$ cat src/rtl/serial_bus_arbiter_if.sv
// serial_bus_arbiter_if: requester handshake plus serial master bus of the arbiter
interface serial_bus_arbiter_if #(
    parameter int NUM_REQ = 4,
    parameter int ADDR_W  = 8,
    parameter int DATA_W  = 8
);
    logic [NUM_REQ-1:0]        REQ;
    logic [NUM_REQ*ADDR_W-1:0] REQ_ADDR;
    logic [NUM_REQ-1:0]        GNT;
    logic [NUM_REQ-1:0]        DONE;
    logic [DATA_W-1:0]         RD_DATA;
    logic                      BUSY;
    logic                      SCLK;
    logic                      TX;
    logic                      RX;
    modport master (input REQ, REQ_ADDR, RX, output GNT, DONE, RD_DATA, BUSY, SCLK, TX);
    modport slave (output REQ, REQ_ADDR, RX, input GNT, DONE, RD_DATA, BUSY, SCLK, TX);
endinterface

$ cat src/rtl/serial_bus_arbiter.sv
// serial_bus_arbiter: round-robin sharing of one serial master port, address out then data in
module serial_bus_arbiter #(
    parameter int NUM_REQ = 4,
    parameter int CLK_DIV = 4,
    parameter int ADDR_W  = 8,
    parameter int DATA_W  = 8
) (
    input logic CLK,
    input logic RST,
    serial_bus_arbiter_if.master bus
);
    localparam int PW   = $clog2(NUM_REQ);
    localparam int DW   = (CLK_DIV > 1) ? $clog2(CLK_DIV) : 1;
    localparam int MAXW = (ADDR_W > DATA_W) ? ADDR_W : DATA_W;
    localparam int BW   = $clog2(MAXW + 1);
    typedef enum logic [1:0] {IDLE, ADDR, DATA, FIN} state_t;
    state_t            state;
    logic [PW-1:0]     ptr;
    logic [PW-1:0]     win;
    logic [PW-1:0]     idx;
    logic [ADDR_W-1:0] addr_sel;
    logic [DW-1:0]     div;
    logic [BW-1:0]     bitc;
    logic [ADDR_W-1:0] ash;
    logic [DATA_W-1:0] dsh;
    logic [DATA_W-1:0] data_next;
    logic              phase_end;
    logic              bit_end;
    logic              last_bit;
    assign phase_end = div == DW'(CLK_DIV - 1);
    assign bit_end   = phase_end && bus.SCLK;
    assign last_bit  = bitc == BW'((state == ADDR ? ADDR_W : DATA_W) - 1);
    assign data_next = (dsh >> 1) | {bus.RX, {(DATA_W-1){1'b0}}};
    // round-robin winner: lowest offset from ptr wins, wrapping at NUM_REQ; also select its address
    always_comb begin
        win = ptr;
        idx = '0;
        addr_sel = '0;
        for (int i = NUM_REQ - 1; i >= 0; i--) begin
            idx = (int'(ptr) + i >= NUM_REQ) ? PW'(int'(ptr) + i - NUM_REQ) : PW'(int'(ptr) + i);
            if (bus.REQ[idx]) win = idx;
        end
        for (int k = 0; k < NUM_REQ; k++)
            if (win == PW'(k)) addr_sel = bus.REQ_ADDR[k*ADDR_W +: ADDR_W];
    end
    // transaction sequencer: arbitration, SCLK timing, shifting and the registered handshake outputs
    always_ff @(posedge CLK or posedge RST) begin
        if (RST) begin
            state       <= IDLE;
            ptr         <= '0;
            div         <= '0;
            bitc        <= '0;
            ash         <= '0;
            dsh         <= '0;
            bus.GNT     <= '0;
            bus.DONE    <= '0;
            bus.RD_DATA <= '0;
            bus.BUSY    <= 1'b0;
            bus.SCLK    <= 1'b0;
            bus.TX      <= 1'b0;
        end else begin
            bus.DONE <= '0;
            case (state)
                IDLE: if (|bus.REQ) begin
                    bus.GNT  <= NUM_REQ'(1) << win;
                    ash      <= addr_sel;
                    bus.TX   <= addr_sel[0];
                    bus.BUSY <= 1'b1;
                    bus.SCLK <= 1'b0;
                    div      <= '0;
                    bitc     <= '0;
                    ptr      <= (win == PW'(NUM_REQ - 1)) ? '0 : win + PW'(1);
                    state    <= ADDR;
                end
                ADDR, DATA: begin
                    div <= phase_end ? '0 : div + DW'(1);
                    if (phase_end) bus.SCLK <= ~bus.SCLK;
                    if (bit_end) begin
                        bitc <= last_bit ? '0 : bitc + BW'(1);
                        if (state == ADDR) begin
                            ash    <= ash >> 1;
                            bus.TX <= last_bit ? 1'b0 : ash[1];
                            if (last_bit) state <= DATA;
                        end else begin
                            dsh <= data_next;
                            if (last_bit) begin
                                bus.DONE    <= bus.GNT;
                                bus.RD_DATA <= data_next;
                                state       <= FIN;
                            end
                        end
                    end
                end
                FIN: begin
                    bus.GNT  <= '0;
                    bus.BUSY <= 1'b0;
                    state    <= IDLE;
                end
                default: state <= IDLE;
            endcase
        end
    end
endmodule

$ cat src/flat_wrapper.sv
// flat-port wrapper written by rule: the top's interface ports become plain ports
module serial_bus_arbiter_flat 
#(
    parameter int NUM_REQ = 4,
    parameter int CLK_DIV = 4,
    parameter int ADDR_W  = 8,
    parameter int DATA_W  = 8
)
  (CLK, RST, bus_REQ, bus_REQ_ADDR, bus_RX, bus_GNT, bus_DONE, bus_RD_DATA, bus_BUSY, bus_SCLK, bus_TX);
  serial_bus_arbiter_if #(.NUM_REQ(NUM_REQ), .ADDR_W(ADDR_W), .DATA_W(DATA_W)) bus_i ();
  input logic CLK;
  input logic RST;
  input wire logic [$bits(bus_i.REQ)-1:0] bus_REQ;
  input wire logic [$bits(bus_i.REQ_ADDR)-1:0] bus_REQ_ADDR;
  input wire logic [$bits(bus_i.RX)-1:0] bus_RX;
  output wire logic [$bits(bus_i.GNT)-1:0] bus_GNT;
  output wire logic [$bits(bus_i.DONE)-1:0] bus_DONE;
  output wire logic [$bits(bus_i.RD_DATA)-1:0] bus_RD_DATA;
  output wire logic [$bits(bus_i.BUSY)-1:0] bus_BUSY;
  output wire logic [$bits(bus_i.SCLK)-1:0] bus_SCLK;
  output wire logic [$bits(bus_i.TX)-1:0] bus_TX;
  assign bus_i.REQ = bus_REQ;
  assign bus_i.REQ_ADDR = bus_REQ_ADDR;
  assign bus_i.RX = bus_RX;
  assign bus_GNT = bus_i.GNT;
  assign bus_DONE = bus_i.DONE;
  assign bus_RD_DATA = bus_i.RD_DATA;
  assign bus_BUSY = bus_i.BUSY;
  assign bus_SCLK = bus_i.SCLK;
  assign bus_TX = bus_i.TX;
  serial_bus_arbiter #(.NUM_REQ(NUM_REQ), .CLK_DIV(CLK_DIV), .ADDR_W(ADDR_W), .DATA_W(DATA_W)) u_core (.CLK(CLK), .RST(RST), .bus(bus_i));
endmodule
$ cat config.mk
export PLATFORM = sky130hd
export DESIGN_NAME = serial_bus_arbiter_flat
export DESIGN_NICKNAME = d
export VERILOG_FILES = /design/src/rtl/serial_bus_arbiter_if.sv /design/src/rtl/serial_bus_arbiter.sv /design/src/flat_wrapper.sv
export SDC_FILE = /design/constraint.sdc
export NUM_CORES = 1
export LEC_CHECK = 0
export CORE_UTILIZATION = 44
export DETAILED_ROUTE_END_ITERATION = 7
export PLACE_DENSITY = 0.81
export SLEW_MARGIN = 20
export SYNTH_ARGS = -nofsm -noshare
export SYNTH_HDL_FRONTEND = slang
export SYNTH_SLANG_ARGS = --single-unit
$ cat constraint.sdc
create_clock -name CLK -period 2 [get_ports CLK]
set_input_delay 0.2 -clock CLK [delete_from_list [all_inputs] [get_ports CLK]]
set_output_delay 0.2 -clock CLK [all_outputs]
set_load 0.05 [all_outputs]
* Yosys cells after proc, flatten, opt, wreduce, memory -nomap -nowiden
Index checks and enable logic that the tools add are counted.
** Storage, ports and cells
- Bits in registers :: 45
- Latch bits :: 0
- Memory bits (writable) :: 0
- ROM bits :: 0
- Bits of input ports :: 39
- Output and inout port bits :: 19
- Word-level logic and storage cells :: 117
- Memories :: 0
** Cells by class
- $add $sub $neg :: 10
- $mul :: 0
- Div/mod/pow operators :: 0
- $lt $le $gt $ge :: 8
- Equality and inequality tests :: 13
- Shifts and indexed selects :: 1
- Muxes and demuxes :: 54
- Bitwise gates (word level) :: 3
- Reductions and logical operators :: 16
** Operator list (count)
- 8-bit two-way mux :: 7
- 2-bit two-way mux :: 16
- 4-bit two-way mux :: 8
- 4-bit case mux with 2 select lines :: 2
- 8-bit case mux with 2 select lines :: 1
- 2-bit by 3-bit < comparator with 1-bit output (second input constant) :: 4
- 3-bit AND reduction :: 4
- 1-bit two-way mux :: 11
- 2-bit equality test (second input constant) :: 5
- 2-bit by 1-bit != test with 1-bit output (second input constant) :: 5
- 3-bit greater-or-equal comparator (second input constant) :: 3
- 1-bit binary-select mux with 2-bit select :: 4
- 7-bit by 8-bit bitwise OR with 8-bit output :: 1
- 4-bit AND reduction :: 2
- 2-bit by 1-bit subtractor with 2-bit output (second input constant) :: 4
- 2-bit by 2-bit adder with 3-bit output (second input constant) :: 2
- 1-bit case mux with 2 select lines :: 3
- 2-bit case mux with 3 select lines :: 1
- 2-bit AND reduction :: 3
- 2-bit by 1-bit adder with 2-bit output (second input constant) :: 2
- 4-bit by 1-bit adder with 4-bit output (second input constant) :: 1
- 2-bit by 1-bit equality test with 1-bit output (second input constant) :: 2
- 4-bit by 3-bit equality test with 1-bit output (second input constant) :: 1
- 2-bit zero test :: 2
- other kinds (9) :: 11

* Logic depth before layout (Yosys ltp)
Gate-level depths: netlist of run 1.
- Word-level depth :: 16
- Mapped depth :: 11
- Gate-level depth less buffers :: 9

* Worst setup path before layout of run 1
No wires, ideal clock.
- Path kind :: register to register
- Start point :: register u_core.ptr[1]
- End point :: register u_core.ash[2]
- Setup time :: 0.129 ns
- Data arrival time :: 2.103 ns
- Required time :: 1.871 ns
- Path slack :: -0.232 ns
- Cell stages (with the launch flop) :: 10
- Buffers on the path :: 2
- Period minus slack after synthesis :: 2.232 ns
- Path through :: dfrtp_1 -> or3_1 -> a21oi_1 -> o21a_1 -> ha_1 -> clkbuf_1 -> clkbuf_1 -> o21ai_0 -> a221oi_1 -> o31ai_1
** Between the ends
- Cells in the longest elaborated chain, start to end :: 16
- Elaborated cells on any way between the ends :: 37
- Those cells by class :: add/sub (7); order compare (4); eq/ne (3); mux (22); reduce/logical (1)
** RTL lines
- start, declared :: RTL line serial_bus_arbiter.sv:18 : logic [PW-1:0] ptr;
- start signal, assigned :: RTL line serial_bus_arbiter.sv:72 : ptr <= (win == PW'(NUM_REQ - 1)) ? '0 : win + PW'(1);
- 2-bit by 2-bit adder with 3-bit output :: RTL line serial_bus_arbiter.sv:40 : idx = (int'(ptr) + i >= NUM_REQ) ? PW'(int'(ptr) + i - NUM_REQ) : PW'(int'(ptr) + i);
- 3-bit greater-or-equal comparator or 2-bit by 1-bit subtractor with 2-bit output (tied branches) :: RTL line serial_bus_arbiter.sv:40
- 2-bit two-way mux :: RTL line serial_bus_arbiter.sv:40
- 1-bit binary-select mux with 2-bit select :: RTL line serial_bus_arbiter.sv:41 : if (bus.REQ[idx]) win = idx;
- 1-bit two-way mux (implied by the code) :: RTL line serial_bus_arbiter.sv:41
- 2-bit two-way mux (3 in a row) :: RTL line serial_bus_arbiter.sv:41
- 2-bit two-way mux (*) :: RTL line serial_bus_arbiter.sv:41
- 2-bit zero test :: RTL line serial_bus_arbiter.sv:44 : if (win == PW'(k)) addr_sel = bus.REQ_ADDR[k*ADDR_W +: ADDR_W];
- 8-bit two-way mux (3 in a row) :: RTL line serial_bus_arbiter.sv:44
- 8-bit two-way mux (*) :: RTL line serial_bus_arbiter.sv:44
- 8-bit two-way mux (*) :: RTL line serial_bus_arbiter.sv:64 : IDLE: if (|bus.REQ) begin
- 8-bit case mux with 2 select lines (*) :: RTL line serial_bus_arbiter.sv:63 : case (state)
- end signal, assigned :: RTL line serial_bus_arbiter.sv:66 : ash <= addr_sel;
- end signal, assigned :: RTL line serial_bus_arbiter.sv:81 : ash <= ash >> 1;
- end, declared :: RTL line serial_bus_arbiter.sv:24 : logic [ADDR_W-1:0] ash;
Every way passes the cells marked *; elsewhere a longest branch is shown, timed or not. The select of a mux whose other input is x is not followed.
A chain may end at the register's enable or synchronous reset.

* Worst setup path in the final report of run 1
- Start point :: register u_core.ptr[1]
- End point :: register u_core.ash[6]
Same word-level chain as after synthesis.

==> results of run 1 <==
==> registers in the layout, summed over array words and instances, names as in the netlist <==
name                flops
u_core.bus.SCLK         1
u_core.bus.GNT          4
u_core.bus.RD_DATA      8
u_core.dsh              7
u_core.bus.BUSY         1
u_core.bus.TX           1
u_core.ptr              2
u_core.div              2
u_core.bitc             4
u_core.state            2
u_core.bus.DONE         4
u_core.ash              7
==> metrics by stage <==
step | instance area (um2) | hold slack (ns) | cells | setup TNS [ns] | utilization (%)
final | 3500 | 0.334 | 384 | -1.08 | 72.2
after global routing | 3500 | 0.413 | 384 | -1.94 | 72.2
after CTS | 3320 | 0.357 | 375 | -0.0803 | 68.4
after detailed placement | 3120 | 0.474 | 367 | -5.23 | 64.3
after global placement | 3120 | 0.466 | 367 | -4.34 | 64.3
after floorplan | 2330 | 0.335 | 228 | 0 | -
==> final cells by class <==
cell class / count / area (um2)
Fill cell: 343 / 1350
Multi-Input combinational cell: 158 / 1310
Sequential cell: 43 / 1080
Timing Repair Buffer: 92 / 852
Tap cell: 67 / 83.8
Clock buffer: 6 / 82.6
Inverter: 16 / 60.1
Clock inverter: 2 / 35.0
==> routing by layer <==
metal | vias to the layer above | global-route usage [%] | part of all wire (%)
met5 | - | 0 | 0
met4 | 0 | 5.56 | 2.0
met3 | 10 | 3.52 | 4.7
met2 | 82 | 38.7 | 52
met1 | 1010 | 25.3 | 41
li1 | 997 | - | -
==> timing repair <==
item                                    in CTS  in global routing
gates cloned                                 0                  0
setup buffers                                1                  9
hold buffers                                 0                  0
resized for setup                           27                 30
endpoints found under the setup margin       8                  8
pin swaps                                   12                 16
==> cell families (layout without fill, tap and decap cells) <==
| family | count (synthesis) | after routing |
|---|---|---|
| AO/OA/AOI/OAI | 75 | 75 |
| adder cells (fa/ha/maj) | 10 | 10 |
| buffers and inverters | 27 | 116 |
| flip-flops | 43 | 43 |
| multiplexers | 16 | 16 |
| AND/OR/NAND/NOR | 57 | 57 |
==> critical path, cell delays in order, from the launching register on <==
cell      delay (ns)
dfrtp_1         0.43
or3_4           0.36
a21oi_4         0.20
o21ai_4         0.09
ha_4            0.23
buf_6           0.14
a21oi_2         0.10
o21ai_1         0.08
a221oi_1        0.35
o31ai_1         0.13
==> layout by cell type, fill, tap and decap left out, types with 8 or more instances in the layout <==
| master | n |
|---|---|
| mux2_1 | 8 |
| o31ai_1 | 8 |
| buf_4 | 30 |
| a21oi_1 | 9 |
| nand2_1 | 24 |
| a21oi_2 | 8 |
| mux2_2 | 8 |
| inv_1 | 16 |
| dfrtp_1 | 43 |
| o21ai_1 | 12 |
| clkdlybuf4s50_1 | 54 |
==> final timing paths <==
| path | startpoint | to | slack (ns) | depth (start not counted) |
|---|---|---|---|---|
| max in group asynchronous | RST | u_core.bus.RD_DATA[5]$_DFFE_PP0P_ | 1.29 | 3 |
| setup reg to reg | u_core.ptr[1]$_DFFE_PP0P_ | u_core.ash[6]$_DFFE_PP0P_ | -0.24 | 9 |
| hold / removal | RST | u_core.ptr[1]$_DFFE_PP0P_ | 0.33 | 3 |
| min in group CLK | u_core.bus.RD_DATA[5]$_DFFE_PP0P_ | u_core.bus.RD_DATA[5]$_DFFE_PP0P_ | 0.49 | 1 |
| hold reg to reg | u_core.bus.RD_DATA[5]$_DFFE_PP0P_ | u_core.bus.RD_DATA[5]$_DFFE_PP0P_ | 0.49 | 1 |
| setup / recovery | u_core.ptr[1]$_DFFE_PP0P_ | u_core.ash[6]$_DFFE_PP0P_ | -0.24 | 9 |
==> power groups by stage <==
stage          clock [mW]  sequential (mW)  combinational (mW)
6_report            0.701             1.25                2.65
5_1_grt             0.746             1.28                2.87
4_1_cts             0.707             1.24                2.22
3_5_place_dp            0             1.26                2.06
3_3_place_gp            0             1.25                2.01
2_1_floorplan           0             1.42                1.22
==> metrics, run 1 <==
post-synth cell types=41; top-count cell post-synth=dfrtp_1; Gate power share=57.5%; cell count after synthesis=228; Clock Latency Late Sink=0.29 ns; DR vias/cell=5.47; Slew Viols, Final=0; Chip Height=74.1 um; Synth Flop Type=dfrtp_1; first-pass GRT wire length=8840 um; main combinational cell family by area after synthesis=compound AO/OA/AOI/OAI gates; Setup crit start kind=flip-flop; max_cap viols=0; First-pass DRT Iterations=4; pin count of the biggest net entering global routing=44; Async SR Flop Fraction=100%; top-area cell type share of the netlist area=47.0%; final wirelength=6110 um; Power per Cell Area=1310 nW/um2; Starting Density=47.2%; failing checks=setup timing; fin crit period=2.24 ns; worst path required time=2.17 ns; internal power=2.69 mW; Clock Pin Slew Worst Setup and Hold Paths=0.08 ns; Synth Net Count=277; Yosys top cell by area=dfrtp_1; Congestion Overflow GR=0; fraction of layout cells with a size suffix above 1=27.1%; synth warn=0; Core Box Area=4850 um2; num rows=25; synth top area cells=dfrtp_1 (47%), ha_1 (5.5%), a21oi_1 (4.4%), mux2_1 (3.9%), mux2_2 (3.9%); initial DRC count=103; Routed Antenna Nets=0; diodes inserted=0; clock buffer depth=2; Critical Setup Path Class=reg2reg; Total Power=4.60 mW; XOR/XNOR share of the synthesized area=0%; worst path arrival time=2.40 ns; Post-synth EDFFs=0; Die ar.=5500 um2; Sink Count=43; Flop pwr share=27.2%; Yosys reg bits=43; Post-Synth Simple-Gate Area=13.3%; initial antenna violation count=0; vias in the first global route=1989; Post-Syn Area per Cell=10.0 um2; Final WS setup=-0.236 ns; Synth Area in Compound Gates=21.8%; clock skew=0.00818 ns; root buffer cell=clkbuf_8; critical path peak fanout=7; CTS tree=built; io pins=58; Peak Freq=0.447 GHz; DP Worst Slack=-0.637 ns; Final nets=365; Leakage=1.57 nW; DR WL/cell=15.9 um; # DRC=0; Seq/Total Area, Yosys=47.0%; actual slew at the worst max-slew pin=0.534 ns; Syn-to-layout area delta=53.0%; final hold violation count=0; I/O Buffers=57; RSZ-0062 raised after global routing=true; switching pwr=1.91 mW; Setup Viol. Count Final=8; Post-synth top cells=dfrtp_1 (43), nand2_1 (24), a21oi_1 (20); Post-Syn Area=2290 um2; relative slew slack=64.4%; clock power share=15.2%; DP Wirelength=3850 um; adder-cell share of the synthesized area=5.46%; GPL Wtd Cong=0.801; multiplexer share of the synthesized area=7.87%; GRT Resource Usage Total=21.0%; Peak VDD IR=771 uV; Max H-tree Level=2; vias after detailed routing=2099; Tcrit/Tclk final=112%; Die X-Extent=74.1 um; worst min path class=in2async; outcome=finished with violations; crit path capture type=flip-flop; Num CTS Buffers=5; switch share=41.5%
No activity file was read; power rests on OpenSTA's default activity.
==> run 2: changes to the inputs <==
CAP_MARGIN = 20   (was not set)
CORE_UTILIZATION = 25   (was 44)
PLACE_DENSITY = 0.51   (was 0.81)
clock period = 2.7 ns   (was 2 ns; I/O delays follow)
==> run 2 against run 1 <==
Effect of this change:
- the run ends with DRC left
- routed wire length shrank 16%
- clock skew shrank 0.0037 ns
- sequential power down 27%
- critical path depth rose by 1
- via count decreased by 10%
- clock power down 43%
- non-clock buffer count down 21
- largest power group unchanged
==> metrics, run 2 (same netlist as run 1, synthesis figures left out) <==
outcome=finished with violations; failing checks=DRC; Syn-to-layout area delta=38.3%; diodes inserted=0 (unchanged); pin count of the biggest net entering global routing=25 (-43%); Sink Count=43 (unchanged); Most flops, register=u_core.bus.RD_DATA; crit path capture type=flip-flop; critical path peak fanout=8 (+1); FILL cells=908 (+160%); Starting Density=26.0% (-21 points); # DRC=5 (+5); vias in the first global route=1895 (-4.7%); first-pass GRT wire length=8880 um (+0.48%); final hold violation count=0 (unchanged); setup TNS=0 ns (+1.08 ns); Die ar.=9550 um2 (+74%); Congestion Overflow GR=0 (unchanged); Clock Pin Slew Worst Setup and Hold Paths=0.08 ns (about the same); commonest non-fill, non-tap cell in the layout=clkdlybuf4s50_1; CTS resizes=0 (-100%); DR vias/cell=4.65 (-15%); DR WL/cell=12.7 um (-20%); clock power share=14.5% (-0.7 points); worst min path class=in2async; io pins=58 (unchanged); internal power=1.62 mW (-40%); Final Util=36.0% (-36 points); Power per Cell Area=873 nW/um2 (-33%); Setup crit start kind=input pin; vias after detailed routing=1879 (-10%); Flop pwr share=33.0% (+5.8 points); relative slew slack=57.2% (-7.2 points); switching pwr=1.15 mW (-40%); Gate power share=52.5% (-5.0 points); RSZ-0062 raised after global routing=false; initial antenna violation count=0 (unchanged); Die X-Extent=97.7 um (+32%); Routed Antenna Nets=0 (unchanged); Final Cell Area=3170 um2 (-9.6%); Peak Freq=0.424 GHz; highest-count cells in the layout ignoring fill and taps=clkdlybuf4s50_1 (57), dfrtp_1 (43), nand2_1 (24), a21oi_1 (20), inv_1 (15); Leakage=1.40 nW (-11%); GPL Wtd Cong=0.834 (+4.1%); clock buffer depth=2 (unchanged); fin crit period=2.36 ns; Tcrit/Tclk final=87.3%; GRT Resource Usage Total=11.5% (-9.5 points); max reg flops=8 (unchanged); worst path required time=2.87 ns (+0.70 ns); CTS tree=built; Chip Height=97.7 um (+32%); Largest regs=u_core.bus.RD_DATA: 8 flops, u_core.ash: 7 flops, u_core.dsh: 7 flops; Setup Viol. Count Final=0 (-8); setup bufs post-CTS=0 (-1); Critical Setup Path Class=in2reg; Num CTS Buffers=5 (unchanged); Slew Viols, Final=0 (unchanged); worst path arrival time=2.53 ns (+0.13 ns); Core Box Area=8810 um2 (+82%); final wirelength=5150 um (-16%); max_cap viols=0 (unchanged); I/O Buffers=57 (unchanged); clock skew=0.00447 ns (-0.00371 ns); actual slew at the worst max-slew pin=0.633 ns (+0.0990 ns); Final nets=344 (-5.8%); quantity of hold-fixing buffers added after cts=0 (unchanged); switch share=41.6% (+0.078 points); initial DRC count=79 (-23%); Peak VDD IR=259 uV (-66%); Clock Latency Late Sink=0.29 ns (about the same); fraction of layout cells with a size suffix above 1=11.5% (-16 points); root buffer cell=clkbuf_8; DP Wirelength=3990 um (+3.7%); First-pass DRT Iterations=8 (+4); placed cell area=3080 um2 (-1.2%); num rows=34 (+36%); Max H-tree Level=2 (unchanged)
## run 2: changes by cell type in the layout (fill, tap and decap cells not counted), sizes merged
cell / delta
clkdlybuf4s50: +3
inv: -1
dlygate4sd2: -3
clkinvlp: +1
clkinv: +1
bufinv: -1
buf: -21
## run 2: metal layers
metal	share of wire [%]	up-vias	global-route usage, %
met5	0	-	0
met4	1.1	0	3.73
li1	-	952	-
met3	5.9	7	3.53
met2	46	62	18.6
met1	47	858	14.7
## run 2: worst paths after layout
check                                               start                       endpoint  slack, ns  depth (start not counted)
worst min register to register  u_core.ash[4]$_DFFE_PP0P_      u_core.ash[4]$_DFFE_PP0P_       0.48                          2
min in group CLK                u_core.ash[4]$_DFFE_PP0P_      u_core.ash[4]$_DFFE_PP0P_       0.48                          2
max in group asynchronous                             RST    u_core.bus.SCLK$_DFFE_PP0P_       2.12                          3
worst max-delay path                           bus_REQ[3]      u_core.ash[2]$_DFFE_PP0P_       0.34                         10
worst min-delay path                                  RST  u_core.bus.GNT[0]$_DFFE_PP0P_       0.32                          3
worst max register to register  u_core.ptr[1]$_DFFE_PP0P_      u_core.ash[1]$_DFFE_PP0P_       0.38                          9
## run 2: stage by stage
| stage | setup WS, ns | cells | hold slack (ns) | power, mW |
|---|---|---|---|---|
| floorplan | 0.468 | 228 | 0.405 | 1.90 |
| global placement | 0.0757 | 396 | 0.465 | 2.38 |
| detailed placement | 0.0443 | 396 | 0.471 | 2.39 |
| CTS | 0.354 | 404 | 0.324 | 2.80 |
| global route | 0.0734 | 404 | 0.355 | 3.00 |
| finish | 0.342 | 404 | 0.318 | 2.77 |
## run 2: worst max-delay path, cell delays in order
cell and delay [ns]:
clkdlybuf4s50_1 0.56, inv_1 0.08, a21o_1 0.17, a221oi_1 0.30, inv_1 0.11, ha_1 0.31
a21oi_1 0.13, o21ai_0 0.14, a221oi_1 0.34, o31ai_1 0.12
## run 2: area by class of cell
| cell class | count | area (um2) | share of cell area [%] |
|---|---|---|---|
| inverter | 16 | 60.1 | 1.90 |
| timing repair buffer | 71 | 701 | 22.1 |
| clock buffer | 6 | 72.6 | 2.29 |
| multi-input combinational | 158 | 1110 | 35.0 |
| clock inverter | 2 | 12.5 | 0.395 |
| tap | 108 | 135 | 4.27 |
| sequential | 43 | 1080 | 34.0 |
## run 2: power by group through the flow
stage	clock network, mW	logic, mW	registers, mW
2_1_floorplan	0	0.853	1.05
3_3_place_gp	0	1.45	0.929
3_5_place_dp	0	1.46	0.927
4_1_cts	0.421	1.46	0.915
5_1_grt	0.451	1.61	0.940
6_report	0.401	1.45	0.913
==> run 3: changes to the inputs <==
CELL_PAD_IN_SITES_DETAIL_PLACEMENT = 0   (was not set)
CELL_PAD_IN_SITES_GLOBAL_PLACEMENT = 1   (was not set)
PLACE_DENSITY = 0.62   (was 0.51)
==> run 3 against run 2 <==
Effect of this change:
- critical path type unchanged
- fmax decreased by 2.7%
- first-iteration DRC count is 18% lower
- worst hold slack better by 0.11 ns
- clock skew is essentially flat
- utilization grew 0.24 points
- the flow still finishes with violations (DRC)
- power increased by 0.96%
- final cell count up 1.2%
- clock power decreased by 1%
- register-to-register slack got worse by 0.05 ns
- critical path depth grew 1
==> metrics, run 3 (same netlist as run 1, synthesis figures left out) <==
outcome=finished with violations; failing checks=DRC; Leakage=1.42 nW (+1.7%); vias after detailed routing=1890 (+0.59%); Power per Cell Area=876 nW/um2 (+0.29%); Core Box Area=8810 um2 (unchanged); FILL cells=891 (-1.9%); diodes inserted=0 (unchanged); register area=1080 um2 (unchanged); commonest non-fill, non-tap cell in the layout=clkdlybuf4s50_1; I/O Buffers=57 (unchanged); max_cap viols=0 (unchanged); highest-count cells in the layout ignoring fill and taps=clkdlybuf4s50_1 (57), dfrtp_1 (43), nand2_1 (24), a21oi_1 (20), buf_4 (19); crit path capture type=flip-flop; crit-path leading delay family=compound AO/OA/AOI/OAI gates; setup bufs post-CTS=0 (unchanged); Total Power=2.79 mW (+0.96%); Largest regs=u_core.bus.RD_DATA: 8 flops, u_core.ash: 7 flops, u_core.dsh: 7 flops; Critical Setup Path Class=in2reg; worst path required time=2.87 ns (about the same); final hold violation count=0 (unchanged); relative slew slack=61.8% (+4.6 points); Clock Latency Late Sink=0.29 ns (about the same); Slew Viols, Final=0 (unchanged); CP Buf/Inv Count=4 (+1); vias in the first global route=1987 (+4.9%); count of non-filler cells in the finished layout=409 (+1.2%); root buffer cell=clkbuf_8; Starting Density=26.0% (unchanged); GRT Resource Usage Total=12.2% (+0.69 points); Tcrit/Tclk final=89.8% (+2.5 points); io pins=58 (unchanged); worst path arrival time=2.59 ns (+0.06 ns); worst min path class=in2async; DR WL/cell=13.1 um (+2.6%); GPL Wtd Cong=0.790 (-5.2%); Most flops, register=u_core.bus.RD_DATA; Peak VDD IR=265 uV (+2.5%); fraction of layout cells with a size suffix above 1=13.6% (+2.1 points); # DRC=8 (+3); Peak Freq=0.412 GHz (-2.7%); critical path peak fanout=8 (unchanged); Final nets=349 (+1.5%); clock skew=0.00471 ns (+0.000246 ns); fin crit period=2.42 ns (+0.0666 ns); CP max stage delay=0.56 ns (about the same); multi-input logic area=1120 um2 (+0.79%); dpl cells=401 (+1.3%); actual slew at the worst max-slew pin=0.565 ns (-0.0677 ns); num rows=34 (unchanged); Sink Count=43 (unchanged); final wirelength=5350 um (+3.9%); Routed Antenna Nets=0 (unchanged); CTS tree=built; initial DRC count=65 (-18%); Setup Viol. Count Final=0 (unchanged); pin count of the biggest net entering global routing=44 (+76%); DR vias/cell=4.62 (-0.64%); DP Wirelength=4180 um (+4.7%); first-pass GRT wire length=9430 um (+6.1%); Die X-Extent=97.7 um (unchanged); Setup crit start kind=input pin; Max H-tree Level=2 (unchanged); max reg flops=8 (unchanged); initial antenna violation count=0 (unchanged); Num CTS Buffers=5 (unchanged); Die ar.=9550 um2 (unchanged); Syn-to-layout area delta=39.2%; critical path's slowest cell=clkdlybuf4s50_1; Chip Height=97.7 um (unchanged); clock buffer depth=2 (unchanged); First-pass DRT Iterations=6 (-2); Most Frequent Cell on Critical Path=inv_1; CP Cell Sequence=clkdlybuf4s50_1, inv_1, a21o_1, a221oi_1, inv_1, ha_2, buf_4, a21oi_1, o21ai_0, a221oi_2, o31ai_1; Clock Pin Slew Worst Setup and Hold Paths=0.08 ns (about the same); Congestion Overflow GR=0 (unchanged); RSZ-0062 raised after global routing=false
run 3: changes by cell type in the layout (fill, tap and decap cells not counted):
| cell | change |
|---|---|
| ha_1 | -1 |
| a221oi_2 | +1 |
| clkinv_1 | -1 |
| buf_4 | +7 |
| buf_12 | -2 |
| inv_1 | +1 |
| a221oi_1 | -1 |
| ha_2 | +1 |
run 3: path summary, 6_finish.rpt:
path | cells after the start | slack, ns | from | endpoint
hold / removal | 3 | 0.42 | RST | u_core.bus.RD_DATA[6]$_DFFE_PP0P_
min in group CLK | 2 | 0.48 | u_core.ash[7]$_DFFE_PP0P_ | u_core.ash[7]$_DFFE_PP0P_
max in group asynchronous | 3 | 1.91 | RST | u_core.bus.SCLK$_DFFE_PP0P_
hold reg to reg | 2 | 0.48 | u_core.ash[7]$_DFFE_PP0P_ | u_core.ash[7]$_DFFE_PP0P_
setup / recovery | 11 | 0.28 | bus_REQ[3] | u_core.ash[6]$_DFFE_PP0P_
setup reg to reg | 10 | 0.33 | u_core.ptr[1]$_DFFE_PP0P_ | u_core.bus.TX$_DFFE_PP0P_
run 3: worst min-delay path, delay by kind of cell:
family | cells | cell delay (ns)
buffers and inverters | 3 | 0.90
run 3: metal layers:
layer	global-route usage (%)	wire length, um	up-vias
met3	3.02	261	11
met5	0	0	-
met4	4.78	119	0
met2	19.5	2460	55
li1	-	-	962
met1	15.9	2510	862
run 3: report_power, final:
group / switching [mW] / internal [mW] / total (mW)
clock network: 0.216 / 0.181 / 0.397
registers: 0.121 / 0.798 / 0.920
logic: 0.823 / 0.652 / 1.48
total: 1.16 / 1.63 / 2.79
run 3: layout make-up:
cell class                      count  area share (%)
Sequential cell                    43            33.8
Timing Repair Buffer               76            22.4
Tap cell                          108            4.24
Inverter                           16            1.88
Clock buffer                        6            2.28
Clock inverter                      2           0.392
Multi-Input combinational cell    158            35.1
run 3: through the flow:
stage	cell area [um2]	setup slack [ns]	util [%]	TNS (ns)	hold WS (ns)
after floorplan	2290	0.468	-	0	0.405
after global placement	3090	-0.129	35.1	-0.182	0.466
after detailed placement	3090	-0.193	35.1	-0.356	0.472
after CTS	3180	0.145	36.1	0	0.439
after global routing	3190	0.0262	36.2	0	0.477
final	3190	0.275	36.2	0	0.424
run 3: repair_timing:
action,4_1_cts,5_1_grt
gates resized for setup,0,2
hold buffers,0,0
endpoints found under the setup margin,0,2
